--- src/rtl/adder_opgen_pkg.sv ---
// Shared types and constants for the adder operand generator: FSM states,
// default LFSR taps/seeds and the corner-vector table.
package adder_opgen_pkg;

    typedef enum logic [1:0] {IDLE, RUN, DRAIN, DONE} state_t;

    localparam logic [15:0] DEF_TAPS   = 16'hB400;
    localparam logic [15:0] DEF_SEED_A = 16'hACE1;
    localparam logic [15:0] DEF_SEED_B = 16'h1D2B;

    // Corner words are encoded as codes so the table stays width-independent.
    localparam int N_CORNERS = 4;
    localparam logic [1:0] CW_ZERO = 2'd0;
    localparam logic [1:0] CW_ONES = 2'd1;
    localparam logic [1:0] CW_ONE  = 2'd2;
    localparam logic [1:0] CW_MSB  = 2'd3;

    localparam logic [N_CORNERS-1:0][1:0] CORNER_A = {CW_MSB, CW_ONES, CW_ONES, CW_ZERO};
    localparam logic [N_CORNERS-1:0][1:0] CORNER_B = {CW_MSB, CW_ONES, CW_ONE,  CW_ZERO};

endpackage

--- src/rtl/adder_operand_gen_lfsr.sv ---
// Galois LFSR with synchronous seed (re)load; an all-zero seed is forced to 1
// so the register can never lock up.
module galois_lfsr
    import adder_opgen_pkg::*;
#(
    parameter int               WIDTH = 16,
    parameter logic [WIDTH-1:0] TAPS  = WIDTH'(DEF_TAPS),
    parameter logic [WIDTH-1:0] SEED  = WIDTH'(DEF_SEED_A)
) (
    input  logic             clk,
    input  logic             rst,
    input  logic             load,
    input  logic             step,
    output logic [WIDTH-1:0] state
);

    localparam logic [WIDTH-1:0] SEED_NZ = (SEED == '0) ? WIDTH'(1) : SEED;

    always_ff @(posedge clk) begin
        if (rst || load) begin
            state <= SEED_NZ;
        end else if (step) begin
            state <= (state >> 1) ^ (state[0] ? TAPS : '0);
        end
    end

endmodule

--- src/rtl/adder_operand_gen.sv ---
// Bounded operand-pair source for the registered adder, with a golden sum aligned
// to the adder's one-cycle latency. Macro ADDER_OPGEN_CORNER_EN prepends corner pairs.
module adder_operand_gen
    import adder_opgen_pkg::*;
#(
    parameter int               WIDTH       = 16,
    parameter int               NUM_VECTORS = 20,
    parameter logic [WIDTH-1:0] LFSR_TAPS   = WIDTH'(DEF_TAPS),
    parameter logic [WIDTH-1:0] SEED_A      = WIDTH'(DEF_SEED_A),
    parameter logic [WIDTH-1:0] SEED_B      = WIDTH'(DEF_SEED_B)
) (
    input  logic                               clk,
    input  logic                               rst,
    input  logic                               start,
    input  logic                               ready_i,
    output logic                               valid_o,
    output logic [WIDTH-1:0]                   a_o,
    output logic [WIDTH-1:0]                   b_o,
    output logic [WIDTH:0]                     expected_o,
    output logic                               exp_valid_o,
    output logic [$clog2(NUM_VECTORS+1)-1:0]   count_o,
    output logic                               busy_o,
    output logic                               done_o
);

    localparam int CNT_W = $clog2(NUM_VECTORS+1);
`ifdef ADDER_OPGEN_CORNER_EN
    localparam bit CORNER_EN = 1'b1;
`else
    localparam bit CORNER_EN = 1'b0;
`endif

    state_t             state_p0;
    logic [CNT_W-1:0]   count_p0;
    logic [WIDTH:0]     expected_p1;
    logic               vld_p1;
    logic [WIDTH-1:0]   lfsr_a;
    logic [WIDTH-1:0]   lfsr_b;
    logic [1:0]         corner_idx;
    logic               corner_act;
    logic               accept;
    logic               load;
    logic               step;

    function automatic logic [WIDTH-1:0] corner_word(input logic [1:0] code);
        case (code)
            CW_ZERO: corner_word = '0;
            CW_ONES: corner_word = '1;
            CW_ONE:  corner_word = WIDTH'(1);
            default: corner_word = {1'b1, {(WIDTH-1){1'b0}}};
        endcase
    endfunction

    function automatic logic [WIDTH:0] full_sum(input logic [WIDTH-1:0] a,
                                                 input logic [WIDTH-1:0] b);
        full_sum = {1'b0, a} + {1'b0, b};
    endfunction

    assign corner_idx = 2'(count_p0);
    assign corner_act = CORNER_EN && (int'(count_p0) < N_CORNERS);

    assign valid_o = (state_p0 == RUN);
    assign busy_o  = (state_p0 == RUN) || (state_p0 == DRAIN);
    assign done_o  = (state_p0 == DONE);
    assign count_o = count_p0;

    // Operands come straight from registers, so nothing here depends on ready_i.
    assign a_o = (valid_o && corner_act) ? corner_word(CORNER_A[corner_idx]) : lfsr_a;
    assign b_o = (valid_o && corner_act) ? corner_word(CORNER_B[corner_idx]) : lfsr_b;

    assign accept = valid_o && ready_i;
    assign load   = start && ((state_p0 == IDLE) || (state_p0 == DONE));
    assign step   = accept && !corner_act;

    galois_lfsr #(.WIDTH(WIDTH), .TAPS(LFSR_TAPS), .SEED(SEED_A)) u_lfsr_a (
        .clk   (clk),
        .rst   (rst),
        .load  (load),
        .step  (step),
        .state (lfsr_a)
    );

    galois_lfsr #(.WIDTH(WIDTH), .TAPS(LFSR_TAPS), .SEED(SEED_B)) u_lfsr_b (
        .clk   (clk),
        .rst   (rst),
        .load  (load),
        .step  (step),
        .state (lfsr_b)
    );

    // p0 -> p1: golden sum registered alongside the adder's own output register
    always_ff @(posedge clk) begin
        if (rst) begin
            state_p0    <= IDLE;
            count_p0    <= '0;
            vld_p1      <= 1'b0;
            expected_p1 <= '0;
        end else begin
            vld_p1 <= accept;
            if (accept) begin
                expected_p1 <= full_sum(a_o, b_o);
            end
            case (state_p0)
                IDLE, DONE: begin
                    if (start) begin
                        state_p0 <= RUN;
                        count_p0 <= '0;
                    end
                end
                RUN: begin
                    if (accept) begin
                        count_p0 <= count_p0 + CNT_W'(1);
                        if (count_p0 == CNT_W'(NUM_VECTORS - 1)) begin
                            state_p0 <= DRAIN;
                        end
                    end
                end
                DRAIN:   state_p0 <= DONE;
                default: state_p0 <= IDLE;
            endcase
        end
    end

    assign expected_o  = expected_p1;
    assign exp_valid_o = vld_p1;

endmodule

--- config.mk ---
export PLATFORM = sky130hd
export DESIGN_NAME = adder_operand_gen
export DESIGN_NICKNAME = d
export VERILOG_FILES = /design/src/rtl/adder_opgen_pkg.sv /design/src/rtl/adder_operand_gen_lfsr.sv /design/src/rtl/adder_operand_gen.sv
export SDC_FILE = /design/constraint.sdc
export NUM_CORES = 1
export LEC_CHECK = 0
export CORE_MARGIN = 3
export CORE_UTILIZATION = 45
export CTS_CLUSTER_DIAMETER = 50
export DETAILED_ROUTE_END_ITERATION = 7
export HOLD_SLACK_MARGIN = 0.15
export PLACE_DENSITY = 0.71
export SLEW_MARGIN = 0
export SYNTH_ARGS = -nofsm -noshare
export SYNTH_HDL_FRONTEND = slang
export SYNTH_HIERARCHICAL = 1
export SYNTH_SLANG_ARGS = --single-unit
--- constraint.sdc ---
create_clock -name clk -period 3 [get_ports clk]
set_input_delay 0.3 -clock clk [delete_from_list [all_inputs] [get_ports clk]]
set_output_delay 0.3 -clock clk [all_outputs]
set_load 0.03 [all_outputs]
# Word level (Yosys, flattened, before mapping)
# Cells that the tools add are included.
# W data, S select, Z words.
dict set report classes {
  bitwise_logic 2
  n_mux 9
  n_reduce_logical 10
  n_eq_ne 7
  addsub 2
}
# cell count
set ops {}
lappend ops {{$mux W16} 2}
lappend ops {{$xor A15 B16 Y16} 2}
lappend ops {{$add A16 B16 Y17} 1}
lappend ops {{$mux W5} 2}
lappend ops {{$pmux W5 S2} 1}
lappend ops {{$mux W2} 3}
lappend ops {{$pmux W2 S3} 1}
lappend ops {{$reduce_and A3 Y1} 2}
lappend ops {{$add A5 B1 Y5 const B} 1}
lappend ops {{$eq A5 B5 Y1 const B} 1}
lappend ops {{$eq A2 B2 Y1 const B} 2}
lappend ops {{$ne A2 B1 Y1 const B} 2}
lappend ops {{$logic_or A1 B1 Y1} 3}
lappend ops {{$eq A2 B1 Y1 const B} 1}
lappend ops {{$logic_and A1 B1 Y1} 2}
lappend ops {{$logic_not A2 Y1} 1}
lappend ops {{$ne A2 B2 Y1 const B} 1}
lappend ops {{$reduce_bool A2 Y1} 1}
lappend ops {{$reduce_or A2 Y1} 1}
dict set report word_totals {
  reg_bits 57
  inputBits 4
  wordCells 36
  output_inout_bits 58
}

# Depth between registers and ports, before layout
# Gate-level depths: netlist of the first run.
dict set report logic_depth {
  word_depth 4
  depth_mapped 10
  ltp_nobuf 10
}

# Cells and area by module
# The synthesis of the first run kept the hierarchy.
# mod cells_each n_inst area_per_inst_um2 seq_area_each_um2
set by_module_without_submodules {}
lappend by_module_without_submodules {adder_operand_gen 215 1 1813.0 500.5}
lappend by_module_without_submodules {galois_lfsr 57 2 624.3 320.3}

# Worst setup path before layout of the first run
# No wires, ideal clock.
dict set report synth_path {
  path_kind {register to register}
  from {register u_lfsr_a.state[0]}
  to {register expected_p1[14], in the netlist expected_o[14]}
  n_path_buf 0
  slack_ns 0.686
  t_required_ns 2.926
  setup_time_ns 0.074
  path_stages_with_launch 8
  period_less_slack_ns 2.314
  arrival_ns 2.239
  cell_sequence {dfxtp_1 ha_1 fa_1 a211oi_2 o21a_1 nor3_1 or4_1 a31oi_1}
}
dict set report synth_via {
  elab_chain_cells 1
}
# element line
set synth_lines {}
lappend synth_lines {{start, declared} adder_operand_gen_lfsr.sv:14} ;# output logic [WIDTH-1:0] state
lappend synth_lines {{start signal, assigned} adder_operand_gen_lfsr.sv:23} ;# state <= (state >> 1) ^ (state[0] ? TAPS : '0);
lappend synth_lines {{$add A16 B16 Y17} adder_operand_gen.sv:56} ;# full_sum = {1'b0, a} + {1'b0, b};
lappend synth_lines {{end signal, assigned} adder_operand_gen.sv:101} ;# expected_p1 <= full_sum(a_o, b_o);
lappend synth_lines {{end, declared} adder_operand_gen.sv:35} ;# logic [WIDTH:0] expected_p1;
# Every way passes these cells.
# A chain may end at the register's enable or synchronous reset.

# Worst setup path after layout of the first run
# Ends and elaborated chain as after synthesis.

==> results of run 1 <==
[worst paths after layout]
check	start	end	cells after the start
setup / recovery	u_lfsr_a/state[0]$_SDFFE_PP1P_	expected_o[14]$_SDFFE_PP0P_	7
hold / removal	expected_o[5]$_SDFFE_PP0P_	expected_o[5]$_SDFFE_PP0P_	2
setup reg to reg	u_lfsr_a/state[0]$_SDFFE_PP1P_	expected_o[14]$_SDFFE_PP0P_	7
hold reg to reg	expected_o[5]$_SDFFE_PP0P_	expected_o[5]$_SDFFE_PP0P_	2
[cell families (layout without fill, tap and decap cells)]
group | after synthesis | after routing | share of synthesized area, %
adders and majority gates | 21 | 21 | 8.827
buffers and inverters | 23 | 91 | 5.967
DFF | 57 | 57 | 37.27
muxes | 27 | 27 | 8.827
xor gates and xnor gates | 11 | 11 | 3.147
and+or+nand+nor | 108 | 108 | 16.71
AOI/OAI and AO/OA | 82 | 82 | 19.25
[sequential cells by signal, summed over array words and instances, names as in the netlist]
register and flops:
expected_o 17, u_lfsr_a/state 16, u_lfsr_b/state 16, count_o 5
state_p0 2, exp_valid_o 1
[layout by cell type, fill, tap and decap left out, types with 7 or more instances in the layout]
cell type	synthesis	layout
nand3_1	8	8
nand2_1	28	28
xnor2_1	8	8
clkbuf_8	2	12
nor2_1	35	35
inv_1	8	8
dfxtp_1	57	57
ha_1	20	20
mux2i_1	27	27
clkdlybuf4s50_1	0	61
a21oi_1	15	15
nor4_1	7	7
o21ai_0	13	13
[tightest hold or removal path, stage by stage, from the launching register on]
cell and delay, ns:
dfxtp_1 0.31, nand2_1 0.05, a21oi_1 0.05
[cells in the mapped netlist, types with 2 or more instances]
cell type / n / share of area (%)
a31oi_1: 5 / 1.0
or3_1: 4 / 0.82
xor2_1: 3 / 0.86
a21boi_0: 2 / 0.49
clkbuf_8: 2 / 0.90
ha_1: 20 / 8.2
nand2_1: 28 / 3.4
nor3_1: 4 / 0.65
o31ai_1: 5 / 1.2
nand3b_1: 4 / 0.98
a22oi_1: 2 / 0.49
a32o_1: 2 / 0.65
o21bai_1: 2 / 0.49
and2_1: 2 / 0.41
a21oi_1: 15 / 2.5
a21o_1: 5 / 1.2
buf_12: 2 / 1.3
a211o_1: 2 / 0.57
o21ai_0: 13 / 2.1
clkbuf_2: 2 / 0.33
nor2_1: 35 / 4.3
or2_1: 2 / 0.41
mux2i_1: 27 / 8.8
dfxtp_1: 57 / 37
and3_1: 3 / 0.61
inv_1: 8 / 0.98
xnor2_1: 8 / 2.3
nor4_1: 7 / 1.4
nand4_1: 3 / 0.61
o211ai_1: 5 / 1.2
nand2b_1: 2 / 0.41
nand3_1: 8 / 1.3
buf_6: 5 / 1.8
a211oi_2: 4 / 1.6
clkinv_1: 2 / 0.25
a211oi_1: 5 / 1.2
nor2b_1: 2 / 0.41
o21a_1: 2 / 0.49
a311oi_1: 3 / 0.86
[stage by stage]
stage          power, W  worst slack (ns)  cells  hold slack, ns  utilization (%)
2_1_floorplan  0.002015            0.6863    329          0.4129                -
3_3_place_gp   0.002378            0.6045    458          0.4483            56.57
3_5_place_dp   0.002390            0.5695    458          0.4575            56.57
4_1_cts        0.003146            0.5410    474          0.4661            59.78
5_1_grt        0.003323            0.3579    474          0.4795            59.78
6_report       0.003124            0.5473    474          0.4588            59.78
[cell type report]
class | instances | area, um2
sequential | 57 | 1141
inverter | 10 | 37.54
timing repair buffer | 65 | 640.6
multi-input combinational | 249 | 1738
fill | 588 | 2597
clock buffer | 14 | 172.7
tap | 77 | 96.34
clock inverter | 2 | 35.03
[power by group through the flow]
stage                     Clock, W  Sequential, W  Combinational (W)
after floorplan                  0        0.00117           0.000848
after global placement           0       0.000996            0.00138
after detailed placement         0        0.00100            0.00139
after CTS                 0.000761       0.000984            0.00140
after global routing      0.000795        0.00100            0.00153
final                     0.000742       0.000982            0.00140
[routing by layer]
layer | up-vias | GRT usage [%] | part of all wire [%]
met1 | 1236 | 27.20 | 48
met3 | 10 | 4.097 | 4.9
met2 | 70 | 33.31 | 46
li1 | 1338 | - | -
met5 | - | 0 | 0
met4 | 0 | 8.379 | 1.5
==> results.json, run 1 <==
{
  "status": "complete, no violations",
  "switching_share_pct": 39.63,
  "rsz0062_at_grt": "false",
  "grt_usage_pct": 20.69,
  "routed_via_density": 5.599,
  "synth_edf_count": 0,
  "seq_power_share_pct": 31.4,
  "irDropWorstVdd_mv": 0.4309,
  "route.detailed.drc": 0,
  "share_comb_of_total_power_pct": 44.8,
  "die_w_um": 88.49,
  "max_freq_ghz": 0.4077,
  "grt_pass1_wl_um": 12610,
  "worstSkewPairLatency_ns": 0.32,
  "synthFlopType": "dfxtp_1",
  "synth_area_mm2": 0.003062,
  "r2r_slack_ns": 0.55,
  "hold_path.class": "register to register",
  "cts_buffer_depth": 2,
  "drtIter0Drc": 127,
  "power.internal_w": 0.001886,
  "fin_nets": 417,
  "crit_path_end_kind": "register",
  "cellPowerDensity_mw_per_mm2": 809.1,
  "diodes": 0,
  "cp-start-kind": "register",
  "max_cap_viol_count": 0,
  "postPlaceCellArea_mm2": 0.003654,
  "final_area_mm2": 0.003861,
  "syn-num-nets": 354,
  "clock-sinks": 57,
  "grt.overflow.total": 0,
  "grt_pass1_vias": 2579,
  "p_clk_share_pct": 23.7,
  "cts_setup_buffers": 0,
  "yosys_register_bits": 57,
  "grt_max_degree": 28,
  "post_cts_resized": 0,
  "numPortBuffers": 61,
  "clkTransAtPathRegs_ns": 0.06,
  "antenna_found_initial": 0,
  "syn_avg_cell_area_um2": 9.306,
  "critPathKind": "register to register",
  "ys_warn_count": 6,
  "drt_first_pass_iters": 5,
  "slew_headroom_pct": 47.98,
  "finalHoldViolCount": 0,
  "cp.required_ns": 3.25,
  "drive_gt1_share_pct": 7.305,
  "ant_nets": 0,
  "p_leak_nw": 1.464,
  "via_count": 2654,
  "critPathBufInv": 0,
  "crit_path_max_incr_delay_ns": 0.48,
  "synth_cell_types": 56,
  "io_pins": 62,
  "slew_violations": 0,
  "dieArea_mm2": 0.007830,
  "setup_tns_ns": 0,
  "crit_slowest_cell": "or4_1",
  "ys_async_sr_fraction_pct": 0,
  "period_share_pct": 81.76,
  "worst_ep_arrival_time_ns": 2.71,
  "place.gp.congestion": 0.9365,
  "chipHeight_um": 88.49,
  "cp_top_family": "adder cells",
  "setup_viol": 0,
  "cts_tree": "built",
  "crit_chain": "ha_1 > fa_1 > a211oi_2 > o21a_1 > nor3_1 > or4_1 > a31oi_1",
  "initial_core_util_pct": 47.40,
  "htreeDepth": 3,
  "fin_skew_ns": 0.008719,
  "path_max_fanout": 7,
  "syn2layout_area_growth_pct": 26.11,
  "synth_seq_area_share_pct": 37.27,
  "hpwl_um": 5502,
  "fin_crit_ns": 2.453,
  "routedWlPerCell_um": 15.80,
  "hold_buffers": 0,
  "netlist_instances": 329,
  "switchingPower_w": 0.001238,
  "wl_um": 7491,
  "cts_buffers": 9,
  "tightest_slew_ns": 0.7702,
  "placementRows": 29,
  "root_buffer": "clkbuf_8",
  "coreArea_mm2": 0.006459
}
Power figures use the tool's default switching activity.
==> run 2, diff against run 1 <==
PLACE_DENSITY = 0.74   (was 0.71)
clock period = 2 ns   (was 3 ns; I/O delays follow)
==> run 2 against run 1 <==
The flow now finishes with violations (setup timing). Register-to-register slack got worse by 0.60 ns. Non-clock buffer count grew 34. Die area did not move. Clock power up 40%. Combinational power is 76% higher. Sequential power increased by 50%. Fmax rose by 19%. Via count up 7.2%. Critical path depth is the same. Clock skew hardly changed. Largest cell class unchanged. Largest power group unchanged.
==> results.json, run 2 (same netlist as run 1, synthesis figures left out) <==
{
  "cts_buffers": 9,
  "max_cap_viol_count": 0,
  "finalHoldViolCount": 0,
  "status": "finished, violations left",
  "min_from": "expected_o[0]$_SDFFE_PP0P_",
  "coreArea_mm2": 0.006459,
  "worstSkewPairLatency_ns": 0.34,
  "mostFrequentLayoutCells": "59 x clkdlybuf4s50_1, 45 x dfxtp_1, 36 x buf_4, 35 x nor2_1, 28 x nand2_1",
  "cellPowerDensity_mw_per_mm2": 1157,
  "hold_path.class": "register to register",
  "diodes": 0,
  "r2r_slack_ns": -0.06,
  "root_buffer": "clkbuf_8",
  "crit_chain": "ha_4 > fa_2 > a211oi_4 > o21a_2 > nor3_4 > or4_4 > a31oi_1",
  "grt_usage_pct": 21.95,
  "fin_skew_ns": 0.008841,
  "clock-sinks": 57,
  "route.detailed.drc": 0,
  "slew_violations": 0,
  "via_count": 2845,
  "stdcell_count": 508,
  "p_leak_nw": 1.638,
  "finalPower_w": 0.004982,
  "routed_via_density": 5.600,
  "drtIter0Drc": 144,
  "cp.required_ns": 2.27,
  "fin_nets": 451,
  "path_max_fanout": 3,
  "wl_um": 8329,
  "setup_tns_ns": -0.1711,
  "die_w_um": 88.49,
  "layout_commonest_cell": "clkdlybuf4s50_1",
  "seq_area_mm2": 0.001169,
  "cts_buffer_depth": 2,
  "slew_headroom_pct": 70.86,
  "fin_ws_ns": -0.05572,
  "timing.rr.start": "u_lfsr_a/state[0]$_SDFFE_PP1P_",
  "htreeDepth": 3,
  "max_freq_ghz": 0.4864,
  "dieArea_mm2": 0.007830,
  "critPathKind": "register to register",
  "ant_nets": 0,
  "worst_ep_arrival_time_ns": 2.32,
  "chipHeight_um": 88.49,
  "dp_slack_ns": -0.08228,
  "hold_buffers": 0,
  "initial_core_util_pct": 47.40,
  "drive_gt1_share_pct": 22.27,
  "grt_max_degree": 25,
  "setup_viol": 4,
  "placementRows": 29,
  "antenna_found_initial": 0,
  "grt_pass1_wl_um": 13330,
  "grt.overflow.total": 0,
  "irDropWorstVdd_mv": 0.6737,
  "violations": "setup timing",
  "rr_worst_depth": 7,
  "cp-start-kind": "register",
  "hold_depth": 2,
  "clkTransAtPathRegs_ns": 0.07,
  "crit_path_end_kind": "register",
  "syn2layout_area_growth_pct": 40.66,
  "grt_pass1_vias": 2796,
  "placed_cells": 486,
  "crit_slowest_cell": "or4_4",
  "worstHoldEndpoint": "expected_o[0]$_SDFFE_PP0P_",
  "place.gp.congestion": 0.9184,
  "routedWlPerCell_um": 16.40,
  "tightest_slew_ns": 0.4371,
  "crit_path_max_incr_delay_ns": 0.42,
  "r2r_end": "expected_o[14]$_SDFFE_PP0P_",
  "fill_cells": 520,
  "multi_input_area_mm2": 0.001913,
  "fin_crit_ns": 2.056,
  "cts_tree": "built",
  "rsz0062_at_grt": "true",
  "io_pins": 62,
  "period_share_pct": 102.8,
  "numPortBuffers": 61,
  "hpwl_um": 5768,
  "largest_register_ffs": 17,
  "drt_first_pass_iters": 4
}
run 2: cell types whose count changed in the layout (fill, tap and decap cells not counted), moves of 4 or more:
cell     previous run  this run
ha_4                0         4
dfxtp_4             0         5
dfxtp_2             0         7
dfxtp_1            57        45
buf_4               4        36
ha_1               20        13
run 2: layout make-up:
| class | count | share of cell area (%) |
|---|---|---|
| clock buffers | 10 | 2.963 |
| clock inverters | 6 | 1.365 |
| inverters | 10 | 0.8716 |
| repair buffers | 99 | 21.01 |
| well taps | 77 | 2.237 |
| multi-input cells | 249 | 44.42 |
| flip-flops and latches | 57 | 27.14 |
run 2: what timing repair did:
action	in CTS	in global routing
buffers inserted	3	3
pin swaps	9	17
setup endpoints to repair	5	12
gates resized for setup	8	26
run 2: worst max path at each step:
stage,start,endpoint,slack (ns),depth (start not counted)
finish,u_lfsr_a/state[0]$_SDFFE_PP1P_,expected_o[14]$_SDFFE_PP0P_,-0.06,7
global route,u_lfsr_a/state[0]$_SDFFE_PP1P_,expected_o[14]$_SDFFE_PP0P_,-0.16,7
CTS,u_lfsr_b/state[0]$_SDFFE_PP1P_,expected_o[10]$_SDFFE_PP0P_,-0.08,7
detailed placement,u_lfsr_a/state[0]$_SDFFE_PP1P_,expected_o[14]$_SDFFE_PP0P_,-0.08,7
global placement,u_lfsr_a/state[0]$_SDFFE_PP1P_,expected_o[14]$_SDFFE_PP0P_,-0.06,7
floorplan,u_lfsr_a/state[0]$_SDFFE_PP1P_,expected_o[14]$_SDFFE_PP0P_,-0.05,7
run 2: per-stage QoR:
stage	cell area, um2	hold slack (ns)	utilization (%)
3_3_place_gp	3925	0.4507	60.77
3_5_place_dp	3925	0.4528	60.77
4_1_cts	4159	0.4623	64.39
6_report	4307	0.4599	66.68
5_1_grt	4307	0.4834	66.68
2_1_floorplan	3123	0.3129	-
run 2: routing by layer:
metal	up-vias	GRT usage, %	routed length (um)
li1	1399	-	-
met1	1358	29.19	3715
met2	74	34.74	4072
met3	14	4.562	387
met4	0	8.929	153
met5	-	0	0
run 2: power by group:
group | internal, W | switching, W | total, W
sequential | 0.00132 | 0.000155 | 0.00147
clock | 0.000566 | 0.000471 | 0.00104
combinational | 0.00105 | 0.00142 | 0.00247
run 2: worst max-delay path, delay by kind of cell, from the launching register on:
kind / cells / cell delay, ns
AOI/OAI and AO/OA: 3 / 0.61
and+or+nand+nor: 2 / 0.48
DFF: 1 / 0.35
adders and majority gates: 2 / 0.55
